## src/rtl/dbg_pkg.sv

```systemverilog
// Shared constants for the debug dump framer: sync byte, frame geometry, FSM encoding.
package dbg_pkg;

    localparam logic [7:0]  DBG_SYNC_BYTE   = 8'hA5;
    localparam int unsigned DBG_FRAME_WORDS = 33;

    localparam logic [2:0] ST_IDLE = 3'd0;
    localparam logic [2:0] ST_SYNC = 3'd1;
    localparam logic [2:0] ST_WORD = 3'd2;
    localparam logic [2:0] ST_SEL  = 3'd3;
    localparam logic [2:0] ST_CAPT = 3'd4;
    localparam logic [2:0] ST_CSUM = 3'd5;
    localparam logic [2:0] ST_DONE = 3'd6;

endpackage

```

## src/rtl/dbg_dump_uart_if.sv

```systemverilog
// Core debug port: PC snapshot, register select out, register data back.
interface dbg_dump_uart_if;

    logic [31:0] dbg_pc;
    logic [31:0] dbg_reg_data;
    logic [4:0]  dbg_reg_sel;

    modport master (input dbg_pc, input dbg_reg_data, output dbg_reg_sel);
    modport slave  (output dbg_pc, output dbg_reg_data, input dbg_reg_sel);

endinterface

```

## src/rtl/dbg_dump_uart_tx.sv

```systemverilog
// 8N1 UART transmitter; ready rises the cycle after the stop bit ends.
module uart_tx #(
    parameter int unsigned CLK_DIV = 868
) (
    input  logic       clk,
    input  logic       rst_n,
    input  logic [7:0] data,
    input  logic       valid,
    output logic       ready,
    output logic       tx
);

    logic        active;
    logic [8:0]  shreg;
    logic [3:0]  bit_cnt;
    logic [15:0] div_cnt;

    assign ready = !active;

    // Bit sequencer: start bit on acceptance, then d0..d7 and stop, each CLK_DIV cycles.
    always_ff @(posedge clk or negedge rst_n) begin
        if (!rst_n) begin
            active  <= 1'b0;
            shreg   <= '1;
            bit_cnt <= '0;
            div_cnt <= '0;
            tx      <= 1'b1;
        end else if (!active) begin
            if (valid) begin
                active  <= 1'b1;
                shreg   <= {1'b1, data};
                bit_cnt <= '0;
                div_cnt <= '0;
                tx      <= 1'b0;
            end
        end else if (div_cnt == 16'(CLK_DIV - 1)) begin
            div_cnt <= '0;
            if (bit_cnt == 4'd9) begin
                active <= 1'b0;
            end else begin
                bit_cnt <= bit_cnt + 4'd1;
                tx      <= shreg[0];
                shreg   <= {1'b1, shreg[8:1]};
            end
        end else begin
            div_cnt <= div_cnt + 16'd1;
        end
    end

endmodule

```

## src/rtl/dbg_dump_uart.sv

```systemverilog
// Debug dump framer: sync, PC, x0..x31 and checksum streamed over UART 8N1.
module dbg_dump_uart
    import dbg_pkg::*;
#(
    parameter int unsigned CLK_DIV = 868
) (
    input  logic              clk,
    input  logic              rst_n,
    input  logic              start,
    dbg_dump_uart_if.master   dbg,
    output logic              tx,
    output logic              busy,
    output logic              done
);

    logic [2:0]  state;
    logic [31:0] word_q;
    logic [5:0]  word_idx;
    logic [1:0]  byte_cnt;
    logic [7:0]  csum;
    logic        csum_sent;
    logic [4:0]  reg_sel;
    logic [7:0]  u_data;
    logic        u_valid;
    logic        u_ready;
    logic        accept;

    assign dbg.dbg_reg_sel = reg_sel;
    assign accept          = u_valid && u_ready;

    // Byte offered to the UART in the current state.
    always_comb begin
        u_data  = word_q[31:24];
        u_valid = 1'b0;
        case (state)
            ST_SYNC: begin
                u_data  = DBG_SYNC_BYTE;
                u_valid = 1'b1;
            end
            ST_WORD: u_valid = 1'b1;
            ST_CSUM: begin
                u_data  = csum;
                u_valid = !csum_sent;
            end
            default: u_valid = 1'b0;
        endcase
    end

    // Framing FSM, word shifter and running checksum.
    always_ff @(posedge clk or negedge rst_n) begin
        if (!rst_n) begin
            state     <= ST_IDLE;
            word_q    <= '0;
            word_idx  <= '0;
            byte_cnt  <= '0;
            csum      <= '0;
            csum_sent <= 1'b0;
            reg_sel   <= '0;
            busy      <= 1'b0;
            done      <= 1'b0;
        end else begin
            case (state)
                ST_IDLE: begin
                    if (start) begin
                        word_q    <= dbg.dbg_pc;
                        word_idx  <= '0;
                        byte_cnt  <= '0;
                        csum      <= '0;
                        csum_sent <= 1'b0;
                        busy      <= 1'b1;
                        state     <= ST_SYNC;
                    end
                end
                ST_SYNC: begin
                    if (accept) state <= ST_WORD;
                end
                ST_WORD: begin
                    if (accept) begin
                        word_q   <= {word_q[23:0], 8'h00};
                        csum     <= csum + word_q[31:24];
                        byte_cnt <= byte_cnt + 2'd1;
                        if (byte_cnt == 2'd3) begin
                            if (word_idx == 6'(DBG_FRAME_WORDS - 1)) begin
                                state <= ST_CSUM;
                            end else begin
                                reg_sel <= word_idx[4:0];
                                state   <= ST_SEL;
                            end
                        end
                    end
                end
                ST_SEL: state <= ST_CAPT;
                ST_CAPT: begin
                    word_q   <= dbg.dbg_reg_data;
                    word_idx <= word_idx + 6'd1;
                    state    <= ST_WORD;
                end
                ST_CSUM: begin
                    // Hand-off first, then hold until the UART has shifted out the stop bit.
                    if (accept) begin
                        csum_sent <= 1'b1;
                    end else if (csum_sent && u_ready) begin
                        busy  <= 1'b0;
                        done  <= 1'b1;
                        state <= ST_DONE;
                    end
                end
                ST_DONE: begin
                    done  <= 1'b0;
                    state <= ST_IDLE;
                end
                default: state <= ST_IDLE;
            endcase
        end
    end

    uart_tx #(.CLK_DIV(CLK_DIV)) u_tx (
        .clk   (clk),
        .rst_n (rst_n),
        .data  (u_data),
        .valid (u_valid),
        .ready (u_ready),
        .tx    (tx)
    );

endmodule

```

## src/flat_wrapper.sv

```systemverilog
// flat-port wrapper written by rule: the top's interface ports become plain ports
module dbg_dump_uart_flat import dbg_pkg::*;
#(
    parameter int unsigned CLK_DIV = 868
)
  (clk, rst_n, start, tx, busy, done, dbg_dbg_pc, dbg_dbg_reg_data, dbg_dbg_reg_sel);
  dbg_dump_uart_if dbg_i ();
  input  logic clk;
  input  logic rst_n;
  input  logic start;
  output logic tx;
  output logic busy;
  output logic done;
  input wire logic [$bits(dbg_i.dbg_pc)-1:0] dbg_dbg_pc;
  input wire logic [$bits(dbg_i.dbg_reg_data)-1:0] dbg_dbg_reg_data;
  output wire logic [$bits(dbg_i.dbg_reg_sel)-1:0] dbg_dbg_reg_sel;
  assign dbg_i.dbg_pc = dbg_dbg_pc;
  assign dbg_i.dbg_reg_data = dbg_dbg_reg_data;
  assign dbg_dbg_reg_sel = dbg_i.dbg_reg_sel;
  dbg_dump_uart #(.CLK_DIV(CLK_DIV)) u_core (.clk(clk), .rst_n(rst_n), .start(start), .dbg(dbg_i), .tx(tx), .busy(busy), .done(done));
endmodule
```

## config.mk

```make
export PLATFORM = sky130hd
export DESIGN_NAME = dbg_dump_uart_flat
export DESIGN_NICKNAME = d
export VERILOG_FILES = /design/src/rtl/dbg_pkg.sv /design/src/rtl/dbg_dump_uart_if.sv /design/src/rtl/dbg_dump_uart_tx.sv /design/src/rtl/dbg_dump_uart.sv /design/src/flat_wrapper.sv
export SDC_FILE = /design/constraint.sdc
export NUM_CORES = 1
export LEC_CHECK = 0
export CAP_MARGIN = 20
export CORE_MARGIN = 2
export CORE_UTILIZATION = 40
export CTS_CLUSTER_SIZE = 20
export DETAILED_ROUTE_END_ITERATION = 7
export GPL_ROUTABILITY_DRIVEN = 0
export PLACE_DENSITY_LB_ADDON = 0.12
export SYNTH_ARGS = -nofsm -noshare
export SYNTH_HDL_FRONTEND = slang
export SYNTH_HIERARCHICAL = 1
export SYNTH_SLANG_ARGS = --single-unit
```

## constraint.sdc

```tcl
create_clock -name clk -period 4.8 [get_ports clk]
set_clock_uncertainty 0.05 [all_clocks]
set_input_delay 0.48 -clock clk [delete_from_list [all_inputs] [get_ports clk]]
set_output_delay 0.48 -clock clk [all_outputs]
set_load 0.1 [all_outputs]
```

======== Yosys cells after proc, flatten, opt, wreduce, memory -nomap -nowiden ========
Index checks and enable logic that the tools add are counted.
storage, ports and cells
  register bits after elaboration ......... 90
  input port bits ......................... 67
  output and inout port bits .............. 8
  word-level logic and storage cells ...... 110
cells by class
  $add $sub $neg .......................... 5
  equality and inequality tests ........... 19
  mux-type cells .......................... 50
  bitwise gates (word level) .............. 1
  reduce and logical (&&, ||, !) cells .... 21
operators by type and width
  cell                                                                      number
  32-bit one-hot mux with 3 select lines                                    1
  32-bit two-way mux                                                        2
  16-bit two-way mux                                                        3
  9-bit two-way mux                                                         4
  8-bit one-hot mux with 2 select lines                                     2
  3-bit two-way mux                                                         7
  3-bit one-hot mux with 6 select lines                                     1
  16-bit by 1-bit adder with 16-bit output (second input constant)          1
  16-bit by 10-bit equality test with 1-bit output (second input constant)  1
  4-bit two-way mux                                                         4
  8-bit two-way mux                                                         2
  1-bit two-way mux                                                         15
  3-bit AND reduction                                                       5
  2-bit by 1-bit != test with 1-bit output (second input constant)          6
  6-bit one-hot mux with 2 select lines                                     1
  2-bit nonzero test                                                        5
  3-bit equality test (second input constant)                               3
  8-bit adder                                                               1
  1-bit one-hot mux with 2 select lines                                     4
  4-bit AND reduction                                                       2
  6-bit by 1-bit adder with 6-bit output (second input constant)            1
  3-bit by 2-bit equality test with 1-bit output (second input constant)    2
  6-bit equality test (second input constant)                               1
  6-bit two-way mux                                                         1
  16 further kinds                                                          21

======== Depth between registers and ports, before layout ========
  word-level depth ........................ 6
  gate-level depth with buffers ........... 10
  mapped depth without buffers ............ 8

======== Cells and area by module ========
Netlist, hierarchy kept.
by module, submodules not included
  module         times used  cells each  area each (µm²)  seq. area each (µm²)
  dbg_dump_uart  1           362         3250.6           1476.4
  uart_tx        1           175         1726.7           762.0

======== Least setup slack after synthesis ========
No wires, ideal clock.
  kind .................................... register -> register
  start ................................... register u_core.state[2]
  end ..................................... register u_core.u_tx.shreg[1]
  library setup time ...................... 0.085 ns
  arrival time ............................ 2.117 ns
  data required time ...................... 4.665 ns
  setup slack ............................. 2.548 ns
  cell stages (with the launch flop) ...... 10
  path buffers ............................ 3
  clock period less this slack ............ 2.252 ns
  cell sequence ........................... dfrtp_1 > clkbuf_1 > clkbuf_1 > a21o_1 > nand2_1 > nor2_2 > a41oi_1 > a21boi_2 > buf_6 > mux2_1
on the way
  word-level cells in the longest chain between the ends .. 5
  elaborated cells on any way between the ends .. 10
  classes of those cells .................. 3 x eq/ne; 4 x mux; 3 x reduce/logical
RTL lines
  item                                                                                                              line                    source
  start: declaration                                                                                                dbg_dump_uart.sv:16     logic [2:0] state;
  start signal: assignment                                                                                          dbg_dump_uart.sv:52     state <= ST_IDLE;
  start signal: assignment                                                                                          dbg_dump_uart.sv:71     state <= ST_SYNC;
  start signal: assignment                                                                                          dbg_dump_uart.sv:75     if (accept) state <= ST_WORD;
  3-bit by 1-bit equality test with 1-bit output or 3-bit by 2-bit equality test with 1-bit output (tied branches)  dbg_dump_uart.sv:35     case (state)
  2-bit OR reduction (no source line)                                                                               --
  1-bit one-hot mux with 2 select lines *                                                                           dbg_dump_uart.sv:35
  via u_core.u_valid                                                                                                dbg_dump_uart.sv:24     logic u_valid;
  2-bit nonzero test (no source line) *                                                                             --
  3-bit AND reduction (no source line) *                                                                            --
  end signal: assignment                                                                                            dbg_dump_uart_tx.sv:31  shreg <= {1'b1, data};
  end signal: assignment                                                                                            dbg_dump_uart_tx.sv:43  shreg <= {1'b1, shreg[8:1]};
  end: declaration                                                                                                  dbg_dump_uart_tx.sv:14  logic [8:0] shreg;
The timed path passes the listed nets; every way through them passes the cells marked *. The select of a mux whose other input is x is not followed.
A chain may end at the register's enable or synchronous reset.

======== Final worst setup path ========
  start ................................... register u_core.state[0]
  end ..................................... register u_core.u_tx.bit_cnt[0]
on the way
  word-level cells in the longest chain between the ends .. 5
  elaborated cells on any way between the ends .. 7
  classes of those cells .................. 3 x eq/ne; 1 x mux; 3 x reduce/logical
RTL lines
  item                                                                                                              line                    source
  3-bit by 1-bit equality test with 1-bit output or 3-bit by 2-bit equality test with 1-bit output (tied branches)  dbg_dump_uart.sv:35
  2-bit OR reduction (no source line)                                                                               --
  1-bit one-hot mux with 2 select lines *                                                                           dbg_dump_uart.sv:35
  via u_core.u_valid                                                                                                dbg_dump_uart.sv:24
  2-bit nonzero test (no source line) *                                                                             --
  3-bit AND reduction (no source line) *                                                                            --
  end signal: assignment                                                                                            dbg_dump_uart_tx.sv:41  bit_cnt <= bit_cnt + 4'd1;
  end: declaration                                                                                                  dbg_dump_uart_tx.sv:15  logic [3:0] bit_cnt;
The timed path passes the listed nets; every way through them passes the cells marked *.

==> flow_summary.yaml <==
pwr:
  switchingPower_uw: 311
  leakage_nw: 2.57
  power.total_mw: 1.56
  combPwrFrac_pct: 4.5
  internal_power_mw: 1.25
  clock_power_share_pct: 47.6
  swShare_pct: 19.9
  ir_drop_mv: 0.171
  pwr-share-seq_pct: 48.0
  p_per_area_nw_per_um2: 255
synth:
  syn_area_um2: 4980
  synth_edf_count: 0
  yosys-top-cells-count: "dfrtp_1 (80), nand2_1 (75), nor2_1 (44)"
  synth_top_area_cell: "dfrtp_1"
  synth_area_leaders: "dfrtp_1 (40%), nand2_1 (5.7%), a31oi_1 (5.0%)"
  yosysSeqAreaShare_pct: 45.0
  syn_inst: 537
  avgSynthCellArea_um2: 9.27
  ys_types: 62
  synth_warnings: 6
  synth_most_common_cell: "dfrtp_1"
  synth_nets: 618
  ys.flop_type: "dfrtp_1"
  synthArstFlopShare_pct: 100
  yosys.area.top_type_share_pct: 40.2
  ys_seq_elements: 89
global_routing:
  overflow: 0
  grt_pass1_wl_mm: 20.0
  grt_use_total_pct: 18.9
  grt_max_degree: 61
  antenna_found_initial: 0
  grt_pass1_vias: 4152
timing:
  max_slew.worst_pin.slew_ps: 974
  rsz0062_at_grt: "no"
  fin_setup_tns_ps: 0
  period_needed_ps: 2990
  period_share_pct: 62.3
  final_max_slew_viol_count: 0
  timing.hold.ws_ps: 138
  slew-limit-headroom_pct: 34.9
  finalSetupViolations: 0
  setup_ws_ps: 1810
  finalHoldViolCount: 0
  clock.fmax_ghz: 0.335
clock_network:
  tritoncts: "done"
  cts_buffer_depth: 2
  clkLatencyLatePin_ps: 350
  numCtsBuffers: 9
  cts_setup_buffers: 0
  htreeDepth: 3
  cts-resized-gates: 0
  cts_sinks: 89
  cts_hold_buf: 0
  cts-root-buf: "clkbuf_16"
  path_clk_slew_ps: 60
route:
  routed_wl_mm: 11.9
  postRouteAntennaNets: 0
  dr.pass1.iters: 4
  drc_errors: 0
  wl_per_cell_um: 15.5
  drt-vias-per-instance: 5.46
  num_vias: 4195
  dr.first_iter.drc_count: 323
floorplanning:
  die_w_um: 116
  die_area_um2: 13400
  ios: 75
  row_count: 40
  core_um2: 12100
  start_util_pct: 41.3
  die_h_um: 116
placed_design:
  dp_hpwl_mm: 8.14
  dp.cells: 751
  port-buffer-count: 74
  place_ws_ps: 1710
  place_area_um2: 5800
cells_and_area:
  fin_area_um2: 6130
  drive_above_1_share_pct: 7.50
  layout.nets: 676
  final_util_pct: 50.9
  area_delta_synth_final_pct: 23.2
  layout.cells.non_filler: 768
  antenna_cells: 0
  fillCellCount: 1141
worst_setup_path:
  cpPeakStageDelay_ps: 660
  cpMaxStageDelayCell: "dfrtp_1"
  required_ps: 4980
  cp_max_fo: 18
  end_kind: "flop"
  start_kind: "flop"
  path_class: "reg2reg"
  crit_path_cell_trace: "nand2b_1, a21o_1, nand2_1, nor2_2, a41oi_1, a21boi_2, mux2_1"
  critical_path_arrival_ps: 3170
worst_hold_path:
  hold_class: "in2async"
run_status:
  status: "finished clean"
flow_run:
  cap_viol_max_count: 0
path summary, 6_finish.rpt:
| check | from | to | slack, ps | cells after the start |
|---|---|---|---|---|
| max | u_core/state[0]$_DFFE_PN0P_ | u_core/u_tx/bit_cnt[0]$_DFFE_PN0P_ | 1810 | 7 |
| min | rst_n | u_core/u_tx/div_cnt[11]$_DFFE_PN0P_ | 140 | 1 |
| max reg2reg | u_core/state[0]$_DFFE_PN0P_ | u_core/u_tx/bit_cnt[0]$_DFFE_PN0P_ | 1810 | 7 |
| min reg2reg | u_core/u_tx/shreg[7]$_DFFE_PN1P_ | u_core/u_tx/shreg[7]$_DFFE_PN1P_ | 420 | 2 |
| max in group asynchronous | rst_n | u_core/u_tx/shreg[7]$_DFFE_PN1P_ | 3650 | 2 |
| min in group clk | u_core/u_tx/shreg[7]$_DFFE_PN1P_ | u_core/u_tx/shreg[7]$_DFFE_PN1P_ | 420 | 2 |
cells by family (layout without fill, tap and decap cells):
kind of cell             Yosys count  count (layout)  synth area share [%]
AO/OA/AOI/OAI                    154             154                  20.4
XOR/XNOR                           5               5                 0.880
adder cells (fa/ha/maj)           14              14                  3.67
buffers and inverters             53             116                  4.93
flip-flops                        89              89                  45.0
multiplexers                      24              24                  5.28
AND/OR/NAND/NOR                  198             198                  19.8
placed cells by master, fill, tap and decap left out, types with 4 or more instances in the layout:
cell / netlist / final
a211oi_1: 4 / 4
a21oi_1: 14 / 14
a22oi_1: 32 / 32
a31oi_1: 40 / 40
and3_1: 4 / 4
buf_4: 2 / 8
clkbuf_1: 6 / 4
clkbuf_16: 0 / 9
clkdlybuf4s50_1: 0 / 73
dfrtp_1: 80 / 80
dfstp_2: 9 / 9
ha_1: 13 / 13
inv_1: 18 / 18
mux2_1: 11 / 11
mux2_2: 7 / 7
mux2i_1: 6 / 6
nand2_1: 75 / 75
nand2b_1: 6 / 6
nand3_1: 14 / 14
nand4_1: 7 / 7
nor2_1: 44 / 44
nor2b_1: 10 / 10
nor3_1: 4 / 4
nor4_1: 5 / 5
nor4b_1: 6 / 6
o21ai_0: 30 / 30
o21ai_1: 4 / 4
or3_1: 5 / 5
routing by layer:
| metal | up-vias | part of all wire (%) | routed length (um) | track usage (%) |
|---|---|---|---|---|
| li1 | 2078 | - | - | - |
| met1 | 1982 | 47 | 5620 | 25.1 |
| met2 | 120 | 45 | 5360 | 29.5 |
| met3 | 15 | 6.4 | 766 | 6.43 |
| met4 | 0 | 1.4 | 172 | 5.46 |
| met5 | - | 0 | 0 | 0 |
area by class of cell:
type | instances | area, um2 | area share, %
sequential | 89 | 2240 | 36.5
clock inverter | 3 | 65.1 | 1.06
inverter | 18 | 67.6 | 1.10
timing repair buffer | 82 | 818 | 13.3
tap | 168 | 210 | 3.43
multi-input combinational | 395 | 2490 | 40.7
clock buffer | 13 | 240 | 3.92
sequential cells by signal (all words and copies together) (netlist names):
register	count
u_core/word_q	32
u_core/u_tx/div_cnt	16
u_core/csum	8
u_core/u_tx/shreg	8
u_core/word_idx	6
u_core/dbg.dbg_reg_sel	5
u_core/u_tx/bit_cnt	4
u_core/state	3
u_core/byte_cnt	2
u_core/busy	1
u_core/csum_sent	1
u_core/done	1
u_core/u_tx/active	1
u_core/u_tx/tx	1
critical path: cells and delay by family (launching register included):
kind | cells | cell delay (ps)
AND/OR/NAND/NOR | 3 | 670
AO/OA/AOI/OAI | 3 | 1090
multiplexers | 1 | 380
flip-flops | 1 | 660
power groups by stage:
| stage | Sequential (mW) | Combinational, mW | Clock [mW] |
|---|---|---|---|
| after floorplan | 0.764 | 0.000693 | 0 |
| after global placement | 0.764 | 0.0719 | 0 |
| after detailed placement | 0.764 | 0.0721 | 0 |
| after CTS | 0.750 | 0.0723 | 0.764 |
| after global routing | 0.750 | 0.0771 | 0.796 |
| final | 0.750 | 0.0701 | 0.744 |
(Power assumes the default switching activity.)
